<file path="src/rtl/framebuffer_exporter.sv">
// framebuffer_exporter: streams RGB565 framebuffer pixels out as RGB888 bytes over valid/ready.
// Optional BGR_ORDER_EN macro switches the byte order to B,G,R (BMP order).
module framebuffer_exporter #(
  parameter int NUM_PIXELS = 76800,
  parameter int ADDR_W     = 17
) (
  input  logic              clk,
  input  logic              reset,
  input  logic              start,
  output logic              busy,
  output logic              done,
  output logic              fb_rd_en,
  output logic [ADDR_W-1:0] fb_addr,
  input  logic [15:0]       fb_data,
  output logic [7:0]        byte_data,
  output logic              byte_valid,
  input  logic              byte_ready
);
  typedef enum logic [2:0] {IDLE, FETCH, WAIT, SEND0, SEND1, SEND2, DONE} state_t;
`ifdef BGR_ORDER_EN
  localparam bit BGR = 1'b1;
`else
  localparam bit BGR = 1'b0;
`endif
  localparam logic [ADDR_W-1:0] LAST = ADDR_W'(NUM_PIXELS - 1);
  state_t            state;
  logic [ADDR_W-1:0] idx;
  logic [15:0]       pix;
  logic              acc;
  assign acc = byte_valid && byte_ready;
  function automatic logic [7:0] r8(input logic [15:0] p);
    return {p[15:11], p[15:13]};
  endfunction
  function automatic logic [7:0] g8(input logic [15:0] p);
    return {p[10:5], p[10:9]};
  endfunction
  function automatic logic [7:0] b8(input logic [15:0] p);
    return {p[4:0], p[4:2]};
  endfunction
  // byte_data is loaded one state ahead so every output stays registered
  always_ff @(posedge clk) begin
    if (reset) begin
      state      <= IDLE;
      idx        <= '0;
      pix        <= '0;
      busy       <= 1'b0;
      done       <= 1'b0;
      fb_rd_en   <= 1'b0;
      fb_addr    <= '0;
      byte_data  <= '0;
      byte_valid <= 1'b0;
    end else begin
      done <= 1'b0;
      case (state)
        IDLE: if (start) begin
          idx      <= '0;
          busy     <= 1'b1;
          fb_rd_en <= 1'b1;
          fb_addr  <= '0;
          state    <= FETCH;
        end
        FETCH: begin
          fb_rd_en <= 1'b0;
          state    <= WAIT;
        end
        WAIT: begin
          pix        <= fb_data;
          byte_data  <= BGR ? b8(fb_data) : r8(fb_data);
          byte_valid <= 1'b1;
          state      <= SEND0;
        end
        SEND0: if (acc) begin
          byte_data <= g8(pix);
          state     <= SEND1;
        end
        SEND1: if (acc) begin
          byte_data <= BGR ? r8(pix) : b8(pix);
          state     <= SEND2;
        end
        SEND2: if (acc) begin
          byte_valid <= 1'b0;
          if (idx == LAST) begin
            done  <= 1'b1;
            state <= DONE;
          end else begin
            idx      <= idx + 1'b1;
            fb_addr  <= idx + 1'b1;
            fb_rd_en <= 1'b1;
            state    <= FETCH;
          end
        end
        DONE: begin
          busy  <= 1'b0;
          idx   <= '0;
          state <= IDLE;
        end
        default: state <= IDLE;
      endcase
    end
  end
endmodule
</file>
<file path="config.mk">
export PLATFORM = sky130hd
export DESIGN_NAME = framebuffer_exporter
export DESIGN_NICKNAME = d
export VERILOG_FILES = /design/src/rtl/framebuffer_exporter.sv
export SDC_FILE = /design/constraint.sdc
export NUM_CORES = 1
export LEC_CHECK = 0
export CAP_MARGIN = 25
export CORE_ASPECT_RATIO = 1.2
export CORE_UTILIZATION = 53
export CTS_BUF_LIST = sky130_fd_sc_hd__clkbuf_4 sky130_fd_sc_hd__clkbuf_8 sky130_fd_sc_hd__clkbuf_16
export DETAILED_ROUTE_END_ITERATION = 12
export PLACE_DENSITY = 0.78
export SLEW_MARGIN = 20
export SYNTH_ARGS = -nofsm -noshare
export SYNTH_HDL_FRONTEND = slang
export SYNTH_SLANG_ARGS = --single-unit
</file>
<file path="constraint.sdc">
create_clock -name clk -period 2.15 [get_ports clk]
set_input_delay 0.3225 -clock clk [delete_from_list [all_inputs] [get_ports clk]]
set_output_delay 0.3225 -clock clk [all_outputs]
set_load 0.02 [all_outputs]
</file>
Word level (Yosys, flattened, before mapping)
Index checks and enable logic that the tools add are counted.
{ "totals": {"register_bits": 60, "latch_bits": 0, "mem_bits_rw": 0, "romBits": 0, "output_inout_bits": 29, "word_cells": 62, "mem_count": 0} }
{ "op_classes": {"n_addsub": 1, "n_mul": 0, "div_mod_pow": 0, "magnitude_cmp": 0, "eq_ne": 12, "shifts": 0, "n_mux": 22, "bitwise": 2, "reduce_logical": 16} }
{ "ops": {"columns": ["operator", "n"], "rows": [
  ["$mux W17", 3],
  ["$pmux W17 S3", 1],
  ["$pmux W17 S2", 1],
  ["$pmux W8 S3", 1],
  ["$pmux W3 S6", 1],
  ["$add A17 B1 Y17 const B", 1],
  ["$eq A17 B17 Y1 const B", 1],
  ["$mux W8", 2],
  ["$reduce_and A4 Y1", 4],
  ["$mux W3", 5],
  ["$ne A2 B2 Y1 const B", 5],
  ["$eq A3 B3 Y1 const B", 3],
  ["$reduce_bool A3 Y1", 3],
  ["$eq A3 B2 Y1 const B", 2],
  ["$reduce_bool A2 Y1", 3],
  ["$mux W1", 5],
  ["$pmux W1 S2", 2],
  ["$reduce_and A2 Y1", 2],
  ["$eq A3 B1 Y1 const B", 1],
  ["$logic_not A3 Y1", 1],
  ["$pmux W1 S3", 1],
  ["$reduce_and A3 Y1", 1],
  ["$reduce_or A3 Y1", 1],
  ["$not A1 Y1", 2],
  ["$logic_and A1 B1 Y1", 1]
]} }

Logic depth before layout (Yosys ltp)
Gate-level depths: netlist (run 1).
{ "depth": {"word_depth": 4, "mapped_depth": 8} }

Worst setup path after synthesis (run 1)
OpenSTA, ideal clock, no wires.
{ "synth_path": {"path_kind": "flip-flop to flip-flop", "start": "reg idx[0]", "end": "reg fb_addr[5]", "arrival_time_ps": 1740, "t_required_ps": 2022, "slack_ps": 282, "stages_incl_launch_ff": 8, "path_cell_list": "dfxtp_1 ha_1 nand4_1 nor4_4 nor2_1 buf_2 a22oi_1 nor2_1"} }
{ "synth_via": {"elab_chain_len": 4, "word_cells_on_any_way": 7} }
{ "synth_rtl": {"columns": ["item", "line_no", "text"], "rows": [
  ["from (decl)", "27", "logic [ADDR_W-1:0] idx;"],
  ["from (signal assigned)", "86", "idx <= idx + 1'b1;"],
  ["$add A17 B1 Y17", "87", "fb_addr <= idx + 1'b1;"],
  ["$mux W17", "82", "if (idx == LAST) begin"],
  ["$mux W17", "80", "SEND2: if (acc) begin"],
  ["$pmux W17 S2", "54", "case (state)"],
  ["to (signal assigned)", "87", null],
  ["to (decl)", "13", "output logic [ADDR_W-1:0] fb_addr,"]
]} }
Parallel ways exist; a longest one is shown, timed or not. The select of a mux whose other input is x is not followed.
A chain may end at the register's enable or synchronous reset.

Final worst setup path (run 1)
{ "layout_path": {"start": "reg idx[10]", "end": "reg state[2]"} }
{ "layout_via": {"elab_chain_len": 4} }
{ "layout_rtl": {"columns": ["item", "line_no", "text"], "rows": [
  ["$eq A17 B17 Y1", "82", null],
  ["$mux W3", "82", null],
  ["$mux W3", "80", null],
  ["$pmux W3 S6", "54", null],
  ["to (signal assigned)", "60", "state <= FETCH;"],
  ["to (signal assigned)", "78", "state <= SEND2;"],
  ["to (signal assigned)", "84", "state <= DONE;"],
  ["to (decl)", "26", "state_t state;"]
]} }
Every way passes these cells. The select of a mux whose other input is x is not followed.

==> results.json, run 1 <==
{
  "run_status": "completed",
  "tritoncts_clock_tree": "done",
  "gp_routability_congestion": 0.9394,
  "seq_power_share": 0.433,
  "endpoint_kind": "flip-flop",
  "ys_warn_count": 0,
  "post-synth-top-area-cell": "sky130_fd_sc_hd__dfxtp_1",
  "crit_required_ns": 2.42,
  "synth_nets": 357,
  "routedWlPerCell_microns": 15.31,
  "antenna_found_initial": 0,
  "yosys.cell_count.top_type": "sky130_fd_sc_hd__dfxtp_1",
  "critPathKind": "flip-flop to flip-flop",
  "finalNetCount": 428,
  "die_area_sq_mm": 0.005720,
  "synth.top_cell.area_share": 0.4181,
  "finalSetupViolations": 0,
  "synthTopCellsByCount": "60 x sky130_fd_sc_hd__dfxtp_1, 43 x sky130_fd_sc_hd__nand2_1, 35 x sky130_fd_sc_hd__nor2_1",
  "slew_headroom": 0.4291,
  "totalWireLength_microns": 7257,
  "reg2reg_slack_ns": 0.07,
  "dp.final_hpwl_microns": 4995,
  "clk_pin_slew_worst_paths_ns": 0.07,
  "critical_path.reg2reg.startpoint": "idx[10]",
  "maxCapViolCount": 0,
  "dr.first_iter.drc_count": 135,
  "via_count": 2732,
  "worst_slew_pin_slew_ns": 0.8564,
  "grt_first_pass_wirelength_microns": 11870,
  "number_of_port_buffers": 48,
  "drcViolationCount": 0,
  "critPathArrivalTime_ns": 2.36,
  "antennaDiodeCount": 0,
  "cts_hold_buffers": 0,
  "synth.ff_latch_count": 60,
  "hold_path_class": "flip-flop to flip-flop",
  "leakage_power_nw": 1.352,
  "maximum_number_of_pins_on_one_net_before_global_route_repair": 61,
  "synth.distinct_cells": 49,
  "die_height_microns": 82.65,
  "edff_count_synth": 0,
  "core_sq_mm": 0.005261,
  "fin_crit_ns": 2.085,
  "max_freq_mhz": 479.7,
  "synth_area_per_cell_sq_um": 8.550,
  "drive_above_1_share": 0.1748,
  "h-tree-depth": 3,
  "clk_latency_ns": 0.35,
  "endpoint_of_the_worst_register_to_register_path": "state[2]",
  "design.portCount": 49,
  "slew_viol_final": 0,
  "switching_power_mw": 0.9095,
  "route.detailed.vias_per_inst": 5.764,
  "critical_path.max_fanout": 7,
  "switching_share": 0.3158,
  "antenna_left": 0,
  "hold_viol_final": 0,
  "synthToLayoutAreaGrowth_pct": 30.75,
  "synthTopCellsByArea": "sky130_fd_sc_hd__dfxtp_1 42%, sky130_fd_sc_hd__nand2_1 5.6%, sky130_fd_sc_hd__a21oi_1 4.7%",
  "clock_sinks": 60,
  "worst_case_hold_path_end_point": "fb_addr[12]",
  "share_clk_of_total_power": 0.317,
  "worst_hold_startpoint": "fb_addr[12]",
  "share_comb_of_total_power": 0.250,
  "critPathLaunchType": "flip-flop",
  "clock_skew_ns": 0.007274,
  "gr-total-overflow": 0,
  "tritoncts.num_buffers": 9,
  "power.ir.vdd_worst_mv": 0.6410,
  "clock_path_buffers": 2,
  "synthArstFlopShare": 0,
  "cells_after_synthesis": 336,
  "synth_sequential_area_ratio": 0.4181,
  "unrepaired_setup_endpoints_after_global_routing": "true",
  "clk_root_buffer_cell": "sky130_fd_sc_hd__clkbuf_8",
  "int_pwr_mw": 1.970,
  "fin_tns_setup_ns": 0,
  "initial_core_utilization": 0.5460,
  "groute.usage.overall": 0.2644,
  "mappedNetlistArea_sq_mm": 0.002873,
  "min_delay_path_depth": 2,
  "worst_hold_margin_ns": 0.4536,
  "power_density_mw_per_mm2": 766.6,
  "final_critical_path_setup_slack_ns": 0.06535,
  "detailedPlace.worstSlack_ns": -0.01698,
  "vias_in_the_first_global_route": 2575,
  "chipWidth_microns": 69.21,
  "rr_worst_depth": 6,
  "dr.pass1.iters": 4,
  "std_cell_rows": 29,
  "final.period_utilization": 0.9696,
  "ys_dominant_reg_cell": "sky130_fd_sc_hd__dfxtp_1"
}
==> repair_timing <==
| action | CTS | global route |
|---|---|---|
| buffers inserted | 0 | 3 |
| gates resized for setup | 0 | 5 |
| endpoints found under the setup margin | 0 | 17 |
==> routing by layer <==
layer	wire length (microns)	global-route usage
met1	3092	0.2985
met2	3713	0.4748
met3	244	0.05461
met4	207	0.1408
met5	0	0
==> stage by stage <==
step | cells | total power, mW | instance area, sq um | utilization
after floorplan | 336 | 1.688 | 2873 | -
after global placement | 454 | 1.940 | 3532 | 0.6713
after detailed placement | 454 | 1.957 | 3532 | 0.6713
after CTS | 470 | 2.864 | 3710 | 0.7051
after global routing | 474 | 2.999 | 3756 | 0.7139
final | 474 | 2.880 | 3756 | 0.7139
==> state kept, by name, summed over array words and instances, names as in the netlist <==
| signal | cells |
|---|---|
| fb_addr | 17 |
| idx | 17 |
| fb_rd_en | 1 |
| done | 1 |
| pix | 11 |
| state | 3 |
| busy | 1 |
| byte_data | 8 |
| byte_valid | 1 |
==> critical path, cell delays in order, from the launching register on <==
cell and delay, ns:
sky130_fd_sc_hd__dfxtp_2 0.36, sky130_fd_sc_hd__or4b_4 0.56, sky130_fd_sc_hd__nor4_4 0.34, sky130_fd_sc_hd__buf_4 0.20
sky130_fd_sc_hd__a21oi_1 0.06, sky130_fd_sc_hd__or3_1 0.30, sky130_fd_sc_hd__a21oi_1 0.18
==> final cells by class <==
class	count	area (sq um)
fill	431	1505
multi-input combinational	252	1546
clock buffer	10	137.6
sequential	60	1202
clock inverter	6	40.04
inverter	2	7.507
tap	62	77.57
timing repair buffer	82	744.5
==> cell usage in the layout (no fill, tap or decap), drive strengths merged, types with 2 or more instances in the layout <==
cell	synthesis	routed
a21o	3	3
a21oi	33	33
a22o	4	4
a22oi	5	5
a311oi	10	10
and2	4	4
and3	3	3
and4	3	3
buf	13	35
clkbuf	9	10
clkdlybuf4s50	0	47
clkinv	0	2
clkinvlp	0	4
dfxtp	60	60
inv	2	2
mux2i	12	12
nand2	43	43
nand2b	4	4
nand3	12	12
nand3b	4	4
nand4	5	5
nor2	37	37
nor3	7	7
o21ai	23	23
o221ai	3	3
o31ai	2	2
or3	7	7
xnor2	9	9
xor2	5	5
==> cell families (layout without fill, tap and decap cells) <==
family	Yosys count	in the layout	synth area share
simple gates	136	136	0.2378
flops	60	60	0.4181
compound gates	89	89	0.2069
buf+inv	24	100	0.04834
mux	12	12	0.04181
xor+xnor	14	14	0.04268
fa+ha+maj	1	1	0.004355
==> power by group through the flow <==
stage | registers (mW) | clock network (mW) | logic, mW
3_3_place_gp | 1.27 | 0 | 0.672
2_1_floorplan | 1.32 | 0 | 0.369
4_1_cts | 1.25 | 0.923 | 0.694
3_5_place_dp | 1.27 | 0 | 0.685
5_1_grt | 1.26 | 0.965 | 0.777
6_report | 1.25 | 0.913 | 0.719
==> worst max-delay path by stage <==
stage               slack (ns)         end  cells after the start  startpoint
floorplan                 0.28  fb_addr[5]                      7      idx[0]
global placement          0.06      idx[1]                      7  byte_ready
detailed placement       -0.02      idx[7]                      7  byte_ready
CTS                       0.11      idx[0]                      7      idx[0]
global route             -0.02      idx[0]                      6     idx[10]
finish                    0.07    state[2]                      6     idx[10]
Power figures use the tool's default switching activity.
==> run 2: changes to the inputs <==
--- a/config.mk
+++ b/config.mk
@@ -6,9 +6,10 @@
 export NUM_CORES = 1
 export LEC_CHECK = 0
 export CAP_MARGIN = 25
-export CORE_ASPECT_RATIO = 1.2
+export CORE_ASPECT_RATIO = 1.75
 export CORE_UTILIZATION = 53
 export CTS_BUF_LIST = sky130_fd_sc_hd__clkbuf_4 sky130_fd_sc_hd__clkbuf_8 sky130_fd_sc_hd__clkbuf_16
+export CTS_CLUSTER_SIZE = 14
 export DETAILED_ROUTE_END_ITERATION = 12
 export PLACE_DENSITY = 0.78
 export SLEW_MARGIN = 20
==> run 2 against run 1 <==
  * The flow now finishes with violations (DRC)
  * Die area rose by 0.19%
  * Cell count shrank 2.5%
  * Sequential power barely moved
  * Via count is 1.8% lower
  * Clock power grew 8.8%
  * Power rose by 1.1%
  * Largest power group unchanged
  * Hold slack got worse by 0.069 ns
  * Clock skew increased by 0.0017 ns
  * Setup slack improved by 0.097 ns
  * Design area is 1.6% lower
==> results.json, run 2 (synthesis gave the netlist of run 1 again) <==
{
  "core_sq_mm": 0.005255,
  "worst_case_hold_path_end_point": "pix[6]",
  "design.portCount": 49,
  "die_height_microns": 99.40,
  "chipWidth_microns": 57.66,
  "hold_path_class": "input pin to flip-flop",
  "final.period_utilization": 0.9244,
  "route.detailed.vias_per_inst": 5.805,
  "gp_routability_congestion": 0.9527,
  "layout_commonest_cell": "sky130_fd_sc_hd__dfxtp_1",
  "fin_tns_setup_ns": 0,
  "routedWlPerCell_microns": 15.29,
  "drive_above_1_share": 0.1548,
  "std_cell_rows": 35,
  "worst_slew_pin_slew_ns": 0.5050,
  "via_count": 2682,
  "slew_headroom": 0.6629,
  "hold_viol_final": 0,
  "clk_latency_ns": 0.35,
  "number_of_port_buffers": 48,
  "maxCapViolCount": 0,
  "dr.first_iter.drc_count": 84,
  "endpoint_kind": "flip-flop",
  "placed_area_sq_mm": 0.003496,
  "detailedPlace.worstSlack_ns": 0.1145,
  "slew_viol_final": 0,
  "endpoint_of_the_worst_register_to_register_path": "idx[0]",
  "drcViolationCount": 1,
  "violations": "DRC",
  "h-tree-depth": 3,
  "power_density_mw_per_mm2": 787.7,
  "critPathKind": "flip-flop to flip-flop",
  "clock_path_buffers": 2,
  "max_freq_mhz": 503.1,
  "dr.pass1.iters": 9,
  "maximum_number_of_pins_on_one_net_before_global_route_repair": 24,
  "crit_path_top_delay_cell": "sky130_fd_sc_hd__nor4_4",
  "antenna_left": 0,
  "synthToLayoutAreaGrowth_pct": 28.61,
  "crit_path_cell_trace": "ha_1 > nand4_1 > nor4_4 > and2_1 > buf_4 > o21ai_0 > a21oi_1",
  "vias_in_the_first_global_route": 2560,
  "dp.final_hpwl_microns": 5074,
  "clock_skew_ns": 0.009001,
  "clock_sinks": 60,
  "finalNetCount": 423,
  "min_delay_path_depth": 2,
  "antenna_found_initial": 0,
  "post_cts.resized_instances": 0,
  "fin_crit_ns": 1.987,
  "die_area_sq_mm": 0.005731,
  "critical_path.max_fanout": 9,
  "unrepaired_setup_endpoints_after_global_routing": "false",
  "number_of_filler_cells_placed_in_the_layout": 433,
  "critPathLaunchType": "flip-flop",
  "worst_hold_startpoint": "reset",
  "clk_pin_slew_worst_paths_ns": 0.07,
  "rr_worst_depth": 7,
  "totalWireLength_microns": 7062,
  "design_area_sq_mm": 0.003695,
  "delay_contributed_by_the_slowest_stage_of_the_critical_path_ns": 0.49,
  "clk_root_buffer_cell": "sky130_fd_sc_hd__clkbuf_8",
  "grt_first_pass_wirelength_microns": 11540,
  "final_critical_path_setup_slack_ns": 0.1625,
  "run_status": "finished with violations",
  "finalSetupViolations": 0,
  "power.ir.vdd_worst_mv": 0.5544,
  "groute.usage.overall": 0.2657,
  "finish.utilization": 0.7031,
  "initial_core_utilization": 0.5467,
  "crit_required_ns": 2.43,
  "leakage_power_nw": 1.345,
  "critical_path.reg2reg.startpoint": "idx[0]",
  "gr-total-overflow": 0,
  "tritoncts_clock_tree": "done",
  "antennaDiodeCount": 0,
  "critPathArrivalTime_ns": 2.27,
  "largest_registers": "fb_addr: 17 flops, idx: 17 flops, pix: 11 flops",
  "reg2reg_slack_ns": 0.16,
  "final_cell_mix": "60 x sky130_fd_sc_hd__dfxtp_1, 47 x sky130_fd_sc_hd__clkdlybuf4s50_1, 43 x sky130_fd_sc_hd__nand2_1",
  "tritoncts.num_buffers": 9
}
run 2: changes by cell type in the layout (fill, tap and decap cells not counted), moves of 2 or more:
cell                         change
sky130_fd_sc_hd__clkinv_4        +2
sky130_fd_sc_hd__buf_4           -2
sky130_fd_sc_hd__clkinvlp_4      -4
sky130_fd_sc_hd__clkinv_2        +2
run 2: final cells by class:
cell class / instances / area, sq um / area share
Timing Repair Buffer: 77 / 693.2 / 0.1876
Clock inverter: 7 / 67.56 / 0.01829
Sequential cell: 60 / 1201 / 0.3251
Inverter: 2 / 7.507 / 0.002032
Clock buffer: 9 / 123.9 / 0.03353
Tap cell: 55 / 68.82 / 0.01863
Multi-Input combinational cell: 252 / 1533 / 0.4148
run 2: worst max-delay path by stage:
stage               startpoint     endpoint  slack [ns]
floorplan               idx[0]   fb_addr[5]        0.28
global placement    byte_ready  fb_addr[10]        0.13
detailed placement  byte_ready  fb_addr[10]        0.11
CTS                     idx[0]       idx[0]        0.14
global route            idx[0]       idx[0]        0.02
finish                  idx[0]       idx[0]        0.16
run 2: power by group:
| part | internal [mW] | switching (mW) |
|---|---|---|
| clock network | 0.530 | 0.464 |
| registers | 1.19 | 0.0725 |
| logic | 0.296 | 0.356 |
| total | 2.02 | 0.893 |
run 2: worst max-delay path: cells and delay by family (launching register included):
kind / cells / cell delay (ns)
simple gates: 3 / 0.93
fa+ha+maj: 1 / 0.18
buf+inv: 1 / 0.19
compound gates: 2 / 0.24
flops: 1 / 0.38
run 2: per-stage QoR:
stage | hold WS [ns] | power (mW) | std cells
6_report | 0.3845 | 2.910 | 462
2_1_floorplan | 0.4578 | 1.688 | 336
4_1_cts | 0.3585 | 2.924 | 461
3_5_place_dp | 0.4467 | 1.937 | 445
3_3_place_gp | 0.4426 | 1.922 | 445
5_1_grt | 0.3714 | 3.043 | 462
run 2: repair_timing:
| action | CTS | global route |
|---|---|---|
| endpoints found under the setup margin | 0 | 5 |
| hold buffers | 0 | 0 |
| buffers inserted | 0 | 1 |
run 2: per-layer routing:
layer,routed length (microns),vias up,share of wire,global-route usage
met3,307,16,0.043,0.07412
met2,3834,81,0.54,0.4812
met5,0,-,0,0
met4,197,0,0.028,0.1245
met1,2723,1248,0.39,0.2750
li1,-,1337,-,-
